==> src/rtl/variable_latency_bank_adapter.sv <==
// Adapts a 1-cycle single-port SRAM bank to a valid/ready request/response interconnect port.
// Latency: read response 1 cycle after acceptance when the response buffer is empty, writes silent.
// Backpressure: reads stall while responses in flight plus buffered reach RespDepth; writes never stall.

module vlba_fifo #(
    parameter int Width = 8,
    parameter int Depth = 2
) (
    input  logic                         clk_i,
    input  logic                         rst_ni,
    input  logic                         push_vld,
    input  logic [Width-1:0]             push_dat,
    input  logic                         pop_rdy,
    output logic [Width-1:0]             head_dat,
    output logic                         empty,
    output logic                         full,
    output logic [$clog2(Depth+1)-1:0]   count
);
    localparam int PtrW = (Depth > 1) ? $clog2(Depth) : 1;
    localparam int CntW = $clog2(Depth + 1);

    logic [Width-1:0] mem_q [Depth];
    logic [PtrW-1:0]  wr_ptr_q;
    logic [PtrW-1:0]  rd_ptr_q;
    logic [CntW-1:0]  cnt_q;
    logic             do_pop;

    // Pointers wrap at Depth, so non-power-of-two depths are fine.
    function automatic logic [PtrW-1:0] ptr_inc(input logic [PtrW-1:0] p);
        return (p == PtrW'(Depth - 1)) ? '0 : p + 1'b1;
    endfunction

    assign do_pop   = pop_rdy & ~empty;
    assign empty    = (cnt_q == '0);
    assign full     = (cnt_q == CntW'(Depth));
    assign count    = cnt_q;
    assign head_dat = mem_q[rd_ptr_q];

    always_ff @(posedge clk_i or negedge rst_ni) begin
        if (!rst_ni) begin
            wr_ptr_q <= '0;
            rd_ptr_q <= '0;
            cnt_q    <= '0;
        end else begin
            if (push_vld) wr_ptr_q <= ptr_inc(wr_ptr_q);
            if (do_pop)   rd_ptr_q <= ptr_inc(rd_ptr_q);
            case ({push_vld, do_pop})
                2'b10:   cnt_q <= cnt_q + 1'b1;
                2'b01:   cnt_q <= cnt_q - 1'b1;
                default: cnt_q <= cnt_q;
            endcase
        end
    end

    always_ff @(posedge clk_i) begin
        if (push_vld) mem_q[wr_ptr_q] <= push_dat;
    end
endmodule

module variable_latency_bank_adapter #(
    parameter int NumInLog2    = 5,
    parameter int AddrMemWidth = 12,
    parameter int DataWidth    = 32,
    parameter int BeWidth      = DataWidth / 8,
    parameter int RespDepth    = 2
) (
    input  logic                    clk_i,
    input  logic                    rst_ni,
    input  logic                    req_valid_i,
    output logic                    req_ready_o,
    input  logic [NumInLog2-1:0]    req_ini_addr_i,
    input  logic [AddrMemWidth-1:0] req_tgt_addr_i,
    input  logic                    req_wen_i,
    input  logic [DataWidth-1:0]    req_wdata_i,
    input  logic [BeWidth-1:0]      req_be_i,
    output logic                    resp_valid_o,
    input  logic                    resp_ready_i,
    output logic [NumInLog2-1:0]    resp_ini_addr_o,
    output logic [DataWidth-1:0]    resp_rdata_o,
    output logic                    mem_req_o,
    output logic                    mem_we_o,
    output logic [AddrMemWidth-1:0] mem_addr_o,
    output logic [DataWidth-1:0]    mem_wdata_o,
    output logic [BeWidth-1:0]      mem_be_o,
    input  logic [DataWidth-1:0]    mem_rdata_i
);
    if (RespDepth < 1) begin : g_depth_check
        $fatal(1, "variable_latency_bank_adapter: RespDepth must be >= 1");
    end

    localparam int CntW = $clog2(RespDepth + 1);
    localparam int OutW = CntW + 1;

    typedef struct packed {
        logic [NumInLog2-1:0] ini;
        logic [DataWidth-1:0] rdata;
    } resp_t;

    logic                 inflight_q;
    logic [NumInLog2-1:0] meta_q;
    resp_t                rd_pair;
    resp_t                head_dat;
    resp_t                resp_sel;
    logic                 fifo_empty;
    logic                 fifo_full;
    logic [CntW-1:0]      fifo_count;
    logic [OutW-1:0]      outstanding;
    logic                 read_ok;
    logic                 rd_accept;
    logic                 push_vld;
    logic                 pop_rdy;

    // Credit check counts the read still inside the SRAM so a stalled
    // response can always land in the buffer; it ignores resp_ready_i on purpose.
    assign outstanding = OutW'(fifo_count) + OutW'(inflight_q);
    assign read_ok     = (outstanding < OutW'(RespDepth));
    assign req_ready_o = req_wen_i | read_ok;
    assign mem_req_o   = req_valid_i & req_ready_o;
    assign rd_accept   = mem_req_o & ~req_wen_i;

    assign mem_we_o    = req_wen_i;
    assign mem_addr_o  = req_tgt_addr_i;
    assign mem_wdata_o = req_wdata_i;
    assign mem_be_o    = req_be_i;

    always_ff @(posedge clk_i or negedge rst_ni) begin
        if (!rst_ni) begin
            inflight_q <= 1'b0;
            meta_q     <= '0;
        end else begin
            inflight_q <= rd_accept;
            if (rd_accept) meta_q <= req_ini_addr_i;
        end
    end

    assign rd_pair.ini   = meta_q;
    assign rd_pair.rdata = mem_rdata_i;

    // SRAM data bypasses only when nothing older is queued; a bypass the
    // consumer refuses is parked in the buffer so it is never lost.
    assign push_vld = inflight_q & (~fifo_empty | ~resp_ready_i);
    assign pop_rdy  = ~fifo_empty & resp_ready_i;

    vlba_fifo #(
        .Width ($bits(resp_t)),
        .Depth (RespDepth)
    ) u_resp_fifo (
        .clk_i    (clk_i),
        .rst_ni   (rst_ni),
        .push_vld (push_vld),
        .push_dat (rd_pair),
        .pop_rdy  (pop_rdy),
        .head_dat (head_dat),
        .empty    (fifo_empty),
        .full     (fifo_full),
        .count    (fifo_count)
    );

    assign resp_sel        = fifo_empty ? rd_pair : head_dat;
    assign resp_valid_o    = ~fifo_empty | inflight_q;
    assign resp_ini_addr_o = resp_sel.ini;
    assign resp_rdata_o    = resp_sel.rdata;

    a_no_overflow: assert property (@(posedge clk_i) disable iff (!rst_ni)
        !(push_vld && !pop_rdy && fifo_full));
endmodule

==> config.mk <==
export PLATFORM = sky130hd
export DESIGN_NAME = variable_latency_bank_adapter
export DESIGN_NICKNAME = d
export VERILOG_FILES = /design/src/rtl/variable_latency_bank_adapter.sv
export SDC_FILE = /design/constraint.sdc
export NUM_CORES = 1
export LEC_CHECK = 0
export ABC_AREA = 0
export BUFFER_PORTS_ARGS = -buffer_cell sky130_fd_sc_hd__buf_2
export CELL_PAD_IN_SITES_DETAIL_PLACEMENT = 0
export CELL_PAD_IN_SITES_GLOBAL_PLACEMENT = 1
export CORE_MARGIN = 5
export CORE_UTILIZATION = 34
export CTS_BUF_LIST = sky130_fd_sc_hd__clkbuf_8
export DETAILED_ROUTE_END_ITERATION = 16
export HOLD_SLACK_MARGIN = 0.02
export PLACE_DENSITY_LB_ADDON = 0.08
export SYNTH_ARGS = -nofsm -noshare
export SYNTH_HDL_FRONTEND = slang
export SYNTH_SLANG_ARGS = --single-unit
==> constraint.sdc <==
create_clock -name clk_i -period 2.7 [get_ports clk_i]
set_input_delay 0.54 -clock clk_i [delete_from_list [all_inputs] [get_ports clk_i]]
set_output_delay 0.54 -clock clk_i [all_outputs]
set_load 0.05 [all_outputs]
==> impl_summary.md <==
Status
The flow ran to the end, and the final reports show no timing, DRC or antenna violations.

Timing
The count of endpoints failing setup in the final report is 0. Measured against its own limit, the worst slew margin works out to between 70% and 80%. The count of endpoints failing hold in the final timing report was 0.

The worst path uses between 80% and 90% of the clock period. Setup repair after global routing left no endpoint under its margin. The shortest clock period the worst path allows after layout is ~2400 ps.

For the pin with the worst max-slew slack, the measured transition is between 300 and 400 ps. Adding up every negative setup slack in the final design gives 0 ps. The achievable frequency is 0.4139 GHz. The worst clock skew is ~8.5 ps.

The number of pins with negative max-slew slack in the final report is 0.

Routing
The average detailed-routed wire length per instance is about 15 um. The detailed router placed between 2000 and 2500 vias in this run. The number of vias per cell is between 4 and 5.

The routed wire length is slightly above 7000 um. The number of DRC violations after detailed-routing iteration 0 is 71. The count of unresolved DRC violations after routing is 0.

The number of routed nets with antenna violations is 0. The first-pass iteration count of the detailed router is 3.

Cells and area
After filler insertion, the fill cell instance count of the layout stands at about 1100. The filler-free cell count of the finished design is between 400 and 500. Cells with a size suffix above 1 make up a little under two fifths of the layout. The repair_antennas step left the layout with diodes totalling 0. The final net count is ~410. The area added between synthesis and finish is 10.53%.

Power and ir drop
The share of total power dissipated in combinational logic is 53.2%. In this run, flip-flops and latches consume between 30% and 40% of the power. Net switching is 48.75% of the power. The internal power is 2851 uW. Of the total power, the clock network draws ~15%. The switching power summed over all nets is ~2700 uW. The power per cell area is ~1300 mW/mm2. The power after layout is approximately 5600 uW.

Across the VDD grid, the largest voltage drop is 0.4703 mV. In this run the static leakage power is about 0.0017 uW.

CTS
The buffer cell driving the clock tree root is clkbuf_8. Once the clock tree was built, the setup fixing pass inserted 0 buffers. The count of clock tree sinks is 84. The register clock-pin slew on the reported worst setup and hold paths is ~80 ps.

TritonCTS built the clock tree. At the later pin of the worst-skew pair, clock insertion delay measures approximately 340 ps. The number of buffers inserted during clock tree synthesis is 9. The number of H-tree branching levels is 3.

Once the clock tree was built, the resizer swapped 0 gates to a different size. The number of hold-repair buffers added at the cts stage is 0. No sink is reached through more buffers than the 2 on the longest clock path.

Critical path
In this design, the stage delay of the slowest critical-path cell is 430 ps. The worst reg-to-reg path cell count is 4. Traced cell by cell, the critical path runs through or2_4 > buf_4 > nor2_1 > a21oi_1 > buf_2.

In this design, the largest share of critical-path delay is due to buffers and inverters. The arrival time at the worst endpoint is 1880 ps. STA classifies the critical path endpoint as a primary output. STA classifies the critical path startpoint as a flop. The worst register-to-register path begins at u_resp_fifo.count[0].

The required time of the critical path is ~2200 ps. The setup slack of the most critical reg-to-reg path is 890 ps. In this run the worst path has a maximum fanout of 24.

The worst register-to-register path ends at u_resp_fifo.mem_q[1][25]. The number of buffers and inverters on the critical path is 2. The slowest stage of the critical path belongs to the cell dfrtp_1.

The critical path class is flop to primary output.

Hold path
The min-delay analysis places its worst path in the category input port to async pin.

Floorplan
Once the floorplan was initialized, standard cells occupied about 34% of the core. From left edge to right edge, the die measures around 120 um. In this run the standard cell core region covers between 0.01 and 0.015 mm2. Row generation in the floorplan step produced 39 rows. The height of the die is 116.9 um. The top-level port count is between 150 and 200. The floorplan step defined a die boundary enclosing about 0.014 mm2.

GRT
The via count of the first global-routing pass came to between 2000 and 2500. The global-route usage over all layers is between 10% and 20%. The first-pass GRT wire length is around 11000 um. The number of antenna violations at the first check in global routing came to 0. Entering global routing, the biggest net connects 39 pins.

After global routing the overflow that remains totals 0.

Job
The tool flagged a number of max-cap violations equal to 0.

Placed design
The number of cells after detailed placement is ~450. The post-detailed-placement half-perimeter wirelength is around 4800 um. At the end of routability-driven placement, the weighted congestion stood at between 0.6 and 0.7. During placement, the flow inserted port buffers numbering between 80 and 90.

Logic synthesis
During synthesis, Yosys emitted a total of 0 warnings. Of the synthesized area, sequential elements account for about 64%. The average cell area after synthesis is around 14 um2. The number of nets handed over by synthesis was around 370. The synthesis-stage register bit count is 84. Synthesis handed over a netlist of approximately 280 instances. The synthesized cell area is 0.003886 mm2. The netlist uses 22 different library cells.
==> sequential cells by signal (all words and copies together) (netlist names) <==
signal                flops
u_resp_fifo.rd_ptr_q      1
inflight_q                1
u_resp_fifo.count         2
u_resp_fifo.wr_ptr_q      1
meta_q                    5
u_resp_fifo.mem_q        74
==> routing by layer <==
metal  part of all wire (%)  vias up  track usage, %
met4                    1.9        0           4.893
met5                      0        -               0
li1                       -     1029               -
met2                     48       72           16.57
met3                    7.0       31           3.033
met1                     43      968           13.29
==> worst max path at each step <==
| stage | start | endpoint | slack (ps) | depth (start not counted) |
|---|---|---|---|---|
| after global routing | u_resp_fifo.count[0] | resp_rdata_o[19] | 80 | 5 |
| after floorplan | resp_ready_i | u_resp_fifo.mem_q[1][0] | 0.5 | 3 |
| after global placement | u_resp_fifo.count[0] | resp_rdata_o[22] | 670 | 5 |
| after detailed placement | u_resp_fifo.count[0] | resp_rdata_o[31] | 620 | 5 |
| after CTS | u_resp_fifo.count[0] | resp_rdata_o[31] | 230 | 5 |
| final | u_resp_fifo.count[0] | resp_rdata_o[19] | 280 | 5 |
==> area by class of cell <==
type	instances	area (um2)	area share [%]
Tap cell	143	178.9	4.165
Inverter	3	11.26	0.2622
Clock inverter	7	68.82	1.602
Clock buffer	9	123.9	2.884
Sequential cell	84	2474	57.59
Timing Repair Buffer	89	513.0	11.94
Multi-Input combinational cell	133	925.9	21.56
==> Yosys cell counts <==
library cell	instances	area share, %
a21oi_1	31	4.0
a21oi_2	7	1.6
and2_1	2	0.32
buf_12	1	0.52
buf_2	2	0.26
buf_4	49	9.5
buf_6	7	2.0
clkbuf_4	2	0.39
dfrtp_1	10	6.4
edfxtp_1	74	57
ha_1	1	0.32
inv_1	3	0.29
mux2_2	5	1.4
mux2i_1	37	9.5
nand3b_2	1	0.29
nor2_1	40	3.9
o21ai_4	1	0.42
or2_2	1	0.16
or2_4	1	0.23
or3_1	1	0.16
xnor2_1	3	0.68
xor2_1	2	0.45
==> power groups by stage <==
stage	clock network [uW]	registers, uW	logic [uW]
6_report	859	1740	2960
5_1_grt	962	1760	3170
4_1_cts	890	1750	3020
3_5_place_dp	0	1770	3010
3_3_place_gp	0	1770	3000
2_1_floorplan	0	1750	2640
==> cells by family after synthesis <==
kind of cell / after synthesis / share of synthesized area, %
buffers and inverters: 64 / 12.94
XOR/XNOR: 5 / 1.127
flip-flops: 84 / 63.62
AND/OR/NAND/NOR: 46 / 5.023
adder cells (fa/ha/maj): 1 / 0.3219
multiplexers: 42 / 10.98
AO/OA/AOI/OAI: 39 / 5.989
==> worst reg2reg max path, delay by kind of cell, from the launching register on <==
kind	cells	cell delay, ps
compound gates	1	130
simple gates	2	680
buf+inv	1	280
flops	1	430
==> cell usage in the layout (no fill, tap or decap), types with 2 or more instances in the layout <==
| cell type | instances |
|---|---|
| mux2i_1 | 37 |
| nor2_1 | 38 |
| buf_2 | 82 |
| dfrtp_1 | 9 |
| mux2_2 | 5 |
| a21oi_2 | 7 |
| and2_1 | 2 |
| xnor2_1 | 3 |
| edfxtp_1 | 74 |
| xor2_1 | 2 |
| clkinvlp_4 | 3 |
| a21oi_1 | 31 |
| nor2_4 | 2 |
| clkbuf_8 | 9 |
| inv_1 | 5 |
| buf_4 | 3 |
| buf_12 | 4 |
==> metrics by stage <==
| stage | hold slack, ps | setup WS [ps] | area [um2] | util (%) |
|---|---|---|---|---|
| finish | 48.30 | 283.8 | 4295 | 37.94 |
| global route | 34.23 | 83.48 | 4295 | 37.94 |
| CTS | 37.31 | 227.0 | 4295 | 37.94 |
| detailed placement | 425.1 | 621.5 | 4103 | 36.24 |
| global placement | 422.5 | 669.9 | 4103 | 36.24 |
| floorplan | 244.4 | 0.4599 | 3886 | - |
Note: power is estimated with default switching activity, not from simulation.
